===== src/rtl/divider_ctrl.sv =====
// Sequencing FSM for the iterative restoring divider.
// It drives the A/Q, B and R registers, the iteration counter and the start/done/err handshake.
module divider_ctrl #(
  parameter int N = 8
) (
  input  logic clk_i,
  input  logic reset_i,
  input  logic s_i,
  input  logic zero_div_i,
  input  logic cout_i,
  input  logic zc_i,
  output logic lab_o,
  output logic sclr_r_o,
  output logic er_o,
  output logic lr_o,
  output logic ea_o,
  output logic qbit_o,
  output logic ec_o,
  output logic sclr_c_o,
  output logic busy_o,
  output logic done_o,
  output logic err_o
);

  // The iteration count lives in the external counter, which is sized from N.
  if (N < 2) begin : g_n_too_small
  end

  typedef enum logic [2:0] {
    S_IDLE,
    S_LOAD,
    S_SHIFT,
    S_SUB,
    S_DONE,
    S_ERR
  } state_e;

  state_e state_q, state_d;

  logic lab_q, sclr_r_q, ea_q, ec_q, sclr_c_q, busy_q, done_q, err_q;

  always_comb begin
    state_d = state_q;
    unique case (state_q)
      S_IDLE:  if (s_i) state_d = S_LOAD;
      S_LOAD:  state_d = S_SHIFT;
      S_SHIFT: state_d = zero_div_i ? S_ERR : S_SUB;
      S_SUB:   state_d = zc_i ? S_DONE : S_SHIFT;
      S_DONE:  if (!s_i) state_d = S_IDLE;
      S_ERR:   if (!s_i) state_d = S_IDLE;
      default: state_d = S_IDLE;
    endcase
  end

  // Moore outputs are registered from the next state, so they match the current state.
  always_ff @(posedge clk_i) begin
    if (reset_i) begin
      state_q  <= S_IDLE;
      lab_q    <= 1'b0;
      sclr_r_q <= 1'b0;
      ea_q     <= 1'b0;
      ec_q     <= 1'b0;
      sclr_c_q <= 1'b0;
      busy_q   <= 1'b0;
      done_q   <= 1'b0;
      err_q    <= 1'b0;
    end else begin
      state_q  <= state_d;
      lab_q    <= (state_d == S_LOAD);
      sclr_r_q <= (state_d == S_LOAD);
      sclr_c_q <= (state_d == S_LOAD);
      ea_q     <= (state_d == S_SUB);
      ec_q     <= (state_d == S_SUB);
      busy_q   <= (state_d == S_LOAD) || (state_d == S_SHIFT) || (state_d == S_SUB);
      done_q   <= (state_d == S_DONE);
      err_q    <= (state_d == S_ERR);
    end
  end

  // zero_div is only valid after the LOAD edge, so ER cannot be precomputed.
  assign er_o   = (state_q == S_SHIFT) && !zero_div_i;
  assign qbit_o = (state_q == S_SUB) && cout_i;
  assign lr_o   = (state_q == S_SUB) && cout_i;

  assign lab_o    = lab_q;
  assign sclr_r_o = sclr_r_q;
  assign ea_o     = ea_q;
  assign ec_o     = ec_q;
  assign sclr_c_o = sclr_c_q;
  assign busy_o   = busy_q;
  assign done_o   = done_q;
  assign err_o    = err_q;

endmodule


===== config.mk =====
export PLATFORM = sky130hd
export DESIGN_NAME = divider_ctrl
export DESIGN_NICKNAME = d
export VERILOG_FILES = /design/src/rtl/divider_ctrl.sv
export SDC_FILE = /design/constraint.sdc
export NUM_CORES = 1
export LEC_CHECK = 0
export ABC_CLOCK_PERIOD_IN_PS = 1500
export CAP_MARGIN = 40
export CELL_PAD_IN_SITES_DETAIL_PLACEMENT = 2
export CELL_PAD_IN_SITES_GLOBAL_PLACEMENT = 2
export CORE_MARGIN = 2
export CORE_UTILIZATION = 22
export CTS_CLUSTER_SIZE = 14
export DETAILED_ROUTE_END_ITERATION = 10
export HOLD_SLACK_MARGIN = 0.05
export MAX_ROUTING_LAYER = met4
export PLACE_DENSITY_LB_ADDON = 0.08
export SYNTH_ARGS = -nofsm -noshare
export SYNTH_HDL_FRONTEND = slang
export SYNTH_SLANG_ARGS = --single-unit
export TNS_END_PERCENT = 1

===== constraint.sdc =====
create_clock -name clk_i -period 1.5 [get_ports clk_i]
set_clock_uncertainty 0.2 [all_clocks]
set_input_delay 0.15 -clock clk_i [delete_from_list [all_inputs] [get_ports clk_i]]
set_output_delay 0.15 -clock clk_i [all_outputs]
set_load 0.02 [all_outputs]

==> results.py <==
metrics = {
    "status": {
        "status": "completed",
    },
    "logic_synthesis": {
        "ys_warn_count": 0,
        "synth.distinct_cells": 23,
        "syn_nets": 46,
        "synth_xor_area_share_pct": 0,
        "synth-simple-area-share_pct": 31.11,
        "muxShareOfSynthArea_pct": 2.540,
        "seq_area_frac_synth_pct": 40.63,
        "synth_seq_cells": 8,
        "synth_compound_area_share_pct": 15.87,
        "syn_area_per_cell_um2": 9.853,
        "synth_area_um2": 394.1,
        "synth_fa_ha_area_share_pct": 0,
        "syn_inst": 40,
        "synth_top_family_by_area": "simple AND/OR/NAND/NOR gates",
    },
    "die": {
        "ios": 17,
        "core_area_um2": 1708,
        "die_x_um": 46.33,
        "num_rows": 15,
        "chipHeight_um": 46.33,
        "start_util_pct": 23.08,
        "dieArea_um2": 2146,
    },
    "finish": {
        "nets": 71,
        "syn_to_final_growth_pct": 65.71,
        "drive_gt1_share_pct": 44.44,
        "final_cell_area_um2": 653.1,
        "fin_util_pct": 38.24,
        "n_antenna_cell": 0,
    },
    "global_route": {
        "grt_max_degree": 10,
        "antenna_found_initial": 0,
        "gr-usage-all-layers_pct": 12.57,
        "overflow": 0,
        "grt_first_pass_wirelength_mm": 1.780,
        "grt_pass1_vias": 360,
    },
    "sta": {
        "worstMarginPinSlew_ns": 0.2844,
        "fin_setup_tns_ns": 0,
        "rsz0062_at_grt": "yes",
        "finalHoldViolCount": 0,
        "maxSlewViolCount": 0,
        "min_period_ns": 1.498,
        "relSlewSlack_pct": 80.98,
        "min_period_over_period_pct": 99.84,
        "setup_viol": 0,
        "max_freq_mhz": 667.7,
    },
    "clock_network": {
        "cts.reportedPaths.clkPinSlew_ns": 0.07,
        "clock_latency_ns": 0.26,
        "cts_tree": "built",
        "cts_buffers": 3,
        "clockBufferDepth": 2,
        "cts.htree.levels": 1,
        "numClockSinks": 8,
        "clockRootBuffer": "clkbuf_4",
    },
    "worst_setup_path": {
        "startpoint_type": "flop",
        "arrival_ns": 1.15,
        "worstPathRequired_ns": 1.15,
        "worstSetupPathType": "flop to output pin",
        "path_max_fanout": 2,
        "setup.worst_path.end_class": "output pin",
    },
    "routing": {
        "drtIter0Drc": 5,
        "drt-total-wl_mm": 1.095,
        "viasPerCell": 4.159,
        "drt_pre_antenna_iters": 2,
        "wl_per_cell_um": 12.44,
        "ant_nets": 0,
        "vias": 366,
        "drc_errors": 0,
    },
    "power_and_ir_drop": {
        "power.leakage_nw": 0.2933,
        "p_per_area_nw_per_um2": 856.9,
        "max-vdd-ir-drop_mv": 0.3534,
        "power_mw": 0.5597,
    },
    "min_path": {
        "hold_path_class": "primary input to flop",
    },
    "placed_design": {
        "place.gp.congestion": 0.8314,
        "place.detailed.hpwl_um": 841.3,
        "port_buffers": 16,
        "dpl_cell_area_um2": 606.8,
    },
    "job": {
        "drv_cap": 0,
    },
}
==> layer usage <==
| metal | share of wire, % | global-route usage (%) | vias to the layer above |
|---|---|---|---|
| li1 | - | - | 184 |
| met1 | 45 | 14.75 | 170 |
| met2 | 51 | 20.00 | 12 |
| met3 | 4.6 | 4.706 | 0 |
| met4 | 0 | 3.429 | 0 |
| met5 | 0 | - | - |
==> critical path: stages, from the launching register on <==
cell and delay, ns:
dfxtp_2 0.32, nand2b_4 0.13, or2_4 0.24, nor2_4 0.08, buf_6 0.11
==> power by group <==
part | leakage (nW) | switching, mW | internal [mW] | total (mW)
logic | 0.213 | 0.0723 | 0.0791 | 0.151
registers | 0.0666 | 0.00745 | 0.227 | 0.234
clock network | 0.0138 | 0.0823 | 0.0920 | 0.174
total | 0.293 | 0.162 | 0.398 | 0.560
==> area by class of cell <==
cell class | count | area [µm²]
timing repair buffer | 26 | 224.0
multi-input combinational | 26 | 211.5
tap | 25 | 31.28
sequential | 8 | 163.9
fill | 186 | 1055
clock buffer | 3 | 22.52
==> kinds of logic (layout without fill, tap and decap cells) <==
| logic type | after synthesis | after routing |
|---|---|---|
| AND/OR/NAND/NOR | 18 | 18 |
| flip-flops | 8 | 8 |
| multiplexers | 1 | 1 |
| AO/OA/AOI/OAI | 7 | 7 |
| buffers and inverters | 6 | 29 |
==> cells in the mapped netlist (all sizes together) <==
master | count | area, µm²
a31oi | 1 | 6.260
nor3 | 2 | 10.01
nor2b | 2 | 12.51
nor4b | 1 | 8.760
dfxtp | 8 | 160.2
a21oi | 1 | 5.000
mux2i | 1 | 10.01
o21ba | 1 | 10.01
nand3 | 1 | 5.000
and2b | 1 | 7.510
a311oi | 1 | 8.760
nor3b | 2 | 25.02
nand2b | 1 | 13.76
o21ai | 1 | 5.000
buf | 6 | 38.78
nor2 | 4 | 15.01
nand2 | 2 | 7.510
o22ai | 1 | 12.51
or2 | 1 | 8.760
nand4b | 1 | 8.760
a2bb2oi | 1 | 15.01
==> registers in the layout, indices dropped and copies added (netlist names) <==
name      count
err_o         1
sclr_c_o      1
state_q       3
ec_o          1
done_o        1
busy_o        1
==> cells in the final DEF (no fill, tap or decap), types with 2 or more instances in the layout <==
master / synthesis / final
buf_4: 4 / 12
clkbuf_4: 0 / 3
clkdlybuf4s50_1: 0 / 4
dfxtp_1: 8 / 5
dfxtp_2: 0 / 3
dlygate4sd2_1: 0 / 8
nand2_1: 2 / 2
nor2_1: 4 / 2
nor2b_1: 2 / 2
nor3_1: 2 / 2
nor3b_2: 2 / 2
==> per-stage QoR <==
step / setup slack, ns / std cells / hold slack (ns)
finish: 0.002431 / 88 / 0.09224
global placement: -0.2271 / 83 / 0.3592
global route: -0.04015 / 88 / 0.09865
CTS: -0.04367 / 86 / 0.3795
floorplan: 0.06725 / 40 / 0.02724
detailed placement: -0.2843 / 83 / 0.3773
==> repair_timing <==
action,CTS,global route
pin swaps,0,1
gates cloned,0,0
setup endpoints to repair,12,7
hold buffers,0,0
endpoints found under the hold margin,0,0
gates resized for setup,22,10
setup buffers,0,2
==> final timing paths <==
kind | start | to | slack [ns] | cells after the start
max reg2reg | state_q[0] | err_o | 0.06 | 5
min reg2reg | state_q[2] | sclr_c_o | 0.37 | 2
max | state_q[2] | er_o | 0.002 | 4
min | zero_div_i | ec_o | 0.09 | 3
No activity file was read; power rests on OpenSTA's default activity.
==> RTL change (config.mk and constraints unchanged) <==
The output `ec_o` loses its register stage (`ec_q` becomes a continuous assignment).
--- a/src/rtl/divider_ctrl.sv
+++ b/src/rtl/divider_ctrl.sv
@@ -61,3 +61,2 @@
       ea_q     <= 1'b0;
-      ec_q     <= 1'b0;
       sclr_c_q <= 1'b0;
@@ -72,3 +71,2 @@
       ea_q     <= (state_d == S_SUB);
-      ec_q     <= (state_d == S_SUB);
       busy_q   <= (state_d == S_LOAD) || (state_d == S_SHIFT) || (state_d == S_SUB);
@@ -78,2 +76,4 @@
   end
+
+  assign ec_q = (state_d == S_SUB);
 
Function: changed (Yosys sat finds a counterexample within 4 cycles, from zero or initial values and one cycle with reset_i high).
==> RTL change against the original RTL <==
First-iteration DRC count is 40% lower; sequential cell count stayed put; total power is 6.8% higher; register-to-register slack worse by 0.04 ns; worst setup slack better by 0.018 ns; routed wire length is 17% higher; area after synthesis is 1.3% higher; via count is 10% higher; final area is 5.9% higher; largest cell class unchanged; highest routed layer is now met4.
==> RTL change: results (changes against the original RTL) <==
Max H-tree Level=1 (unchanged); Final Net Count=79 (+11%); Place WS=-0.2551 ns (+0.02919 ns); WL final=1276 um (+17%); CP Class=reg2reg; Worst-path clk slew=0.06 ns; vias after detailed routing=404 (+10%); Seq/Total Area, Yosys=40.13% (-0.51 points); Peak VDD IR=0.2800 mV (-21%); CTS Root Cell=clkbuf_4; Area contributors post-synth=dfxtp_1, nor2b_1, buf_4; total track usage=13.79% (+1.2 points); DR iter-0 viols=3 (-2); largest net degree at the start of global routing=10 (unchanged); post-DP HPWL=1032 um (+23%); first-pass GRT wire length=1890 um (+6.2%); status=completed; worst slew pin tran=0.3245 ns (+0.04005 ns); FMAX=675.9 MHz (+1.2%); R2R setup slack=0.02 ns (-0.04 ns); Synth top cells by count=dfxtp_1, nor2_1, nor2b_1; reg2reg end=busy_o; routability cong.=0.8363 (+0.59%); LEAKAGE=0.3279 nW (+12%); layout cells sized above 1=40.85% (-3.6 points); crit path DAT=1.47 ns (+0.32 ns); syn nets=51 (+11%); vias in the first global route=418 (+16%); CP Launch Point=state_q[0]; path depth of the worst reg2reg path=4 (-1); crit path max fanout=3 (+1)
RTL change: cell count changes after synthesis, sizes merged, moves of 2 or more:
cell   unedited run  this run
inv               0         3
nor3b             2         0
nor2b             2         5
a32oi             0         2
RTL change: final cells by class:
class / count / area [um^2]
Clock buffer: 3 / 22.52
Timing Repair Buffer: 28 / 246.5
Multi-Input combinational cell: 29 / 217.7
Inverter: 3 / 11.26
Fill cell: 189 / 1016
Tap cell: 25 / 31.28
Sequential cell: 8 / 162.7
RTL change: worst min-delay path by stage:
stage | start | to | slack, ns | cells past startpoint
final | s_i | state_q[0] | 0.39 | 4
after global routing | s_i | state_q[0] | 0.40 | 4
after CTS | s_i | state_q[0] | 0.40 | 4
after detailed placement | state_q[0] | err_o | 0.40 | 3
after global placement | state_q[0] | err_o | 0.38 | 3
after floorplan | reset_i | ea_o | 0.03 | 1
RTL change: report_power, final:
part           switching (mW)  leakage [nW]  total, mW  internal (mW)
Clock                  0.0814        0.0138      0.173         0.0921
Sequential            0.00716        0.0661      0.235          0.228
Combinational          0.0909         0.248      0.189         0.0981
Total                   0.179         0.328      0.598          0.418
RTL change: per-stage QoR:
stage                     TNS [ns]  area (um^2)  std cells
after CTS                  -0.1174        629.4         93
after global placement      -1.331        625.6         90
final                            0        691.9         96
after floorplan                  0        399.1         45
after detailed placement    -1.508        625.6         90
after global routing      -0.05951        691.9         96
RTL change: metal layers:
layer	global-route usage (%)	wire length (um)
met5	-	0
met4	6.857	23
met3	4.706	59
met2	22.78	638
met1	14.49	555
RTL change: critical path, cell delays in order, from the launching register on:
cell and delay, ns:
dfxtp_2 0.33, buf_6 0.11, mux2_4 0.31, a221o_1 0.35, nor2_2 0.11
RTL change: cells by family after synthesis:
group / count (synthesis) / share of synthesized area [%]
and+or+nand+nor: 18 / 25.08
AOI/OAI and AO/OA: 9 / 17.87
DFF: 8 / 40.12
buffers and inverters: 8 / 10.97
xor gates and xnor gates: 1 / 2.195
muxes: 1 / 3.761
RTL change: repair_timing:
action / CTS / global route
cloned: 0 / 0
hold endpoints to repair: 0 / 0
setup endpoints to repair: 13 / 8
setup buffers: 0 / 3
pin swaps: 0 / 3
resized for setup: 26 / 12
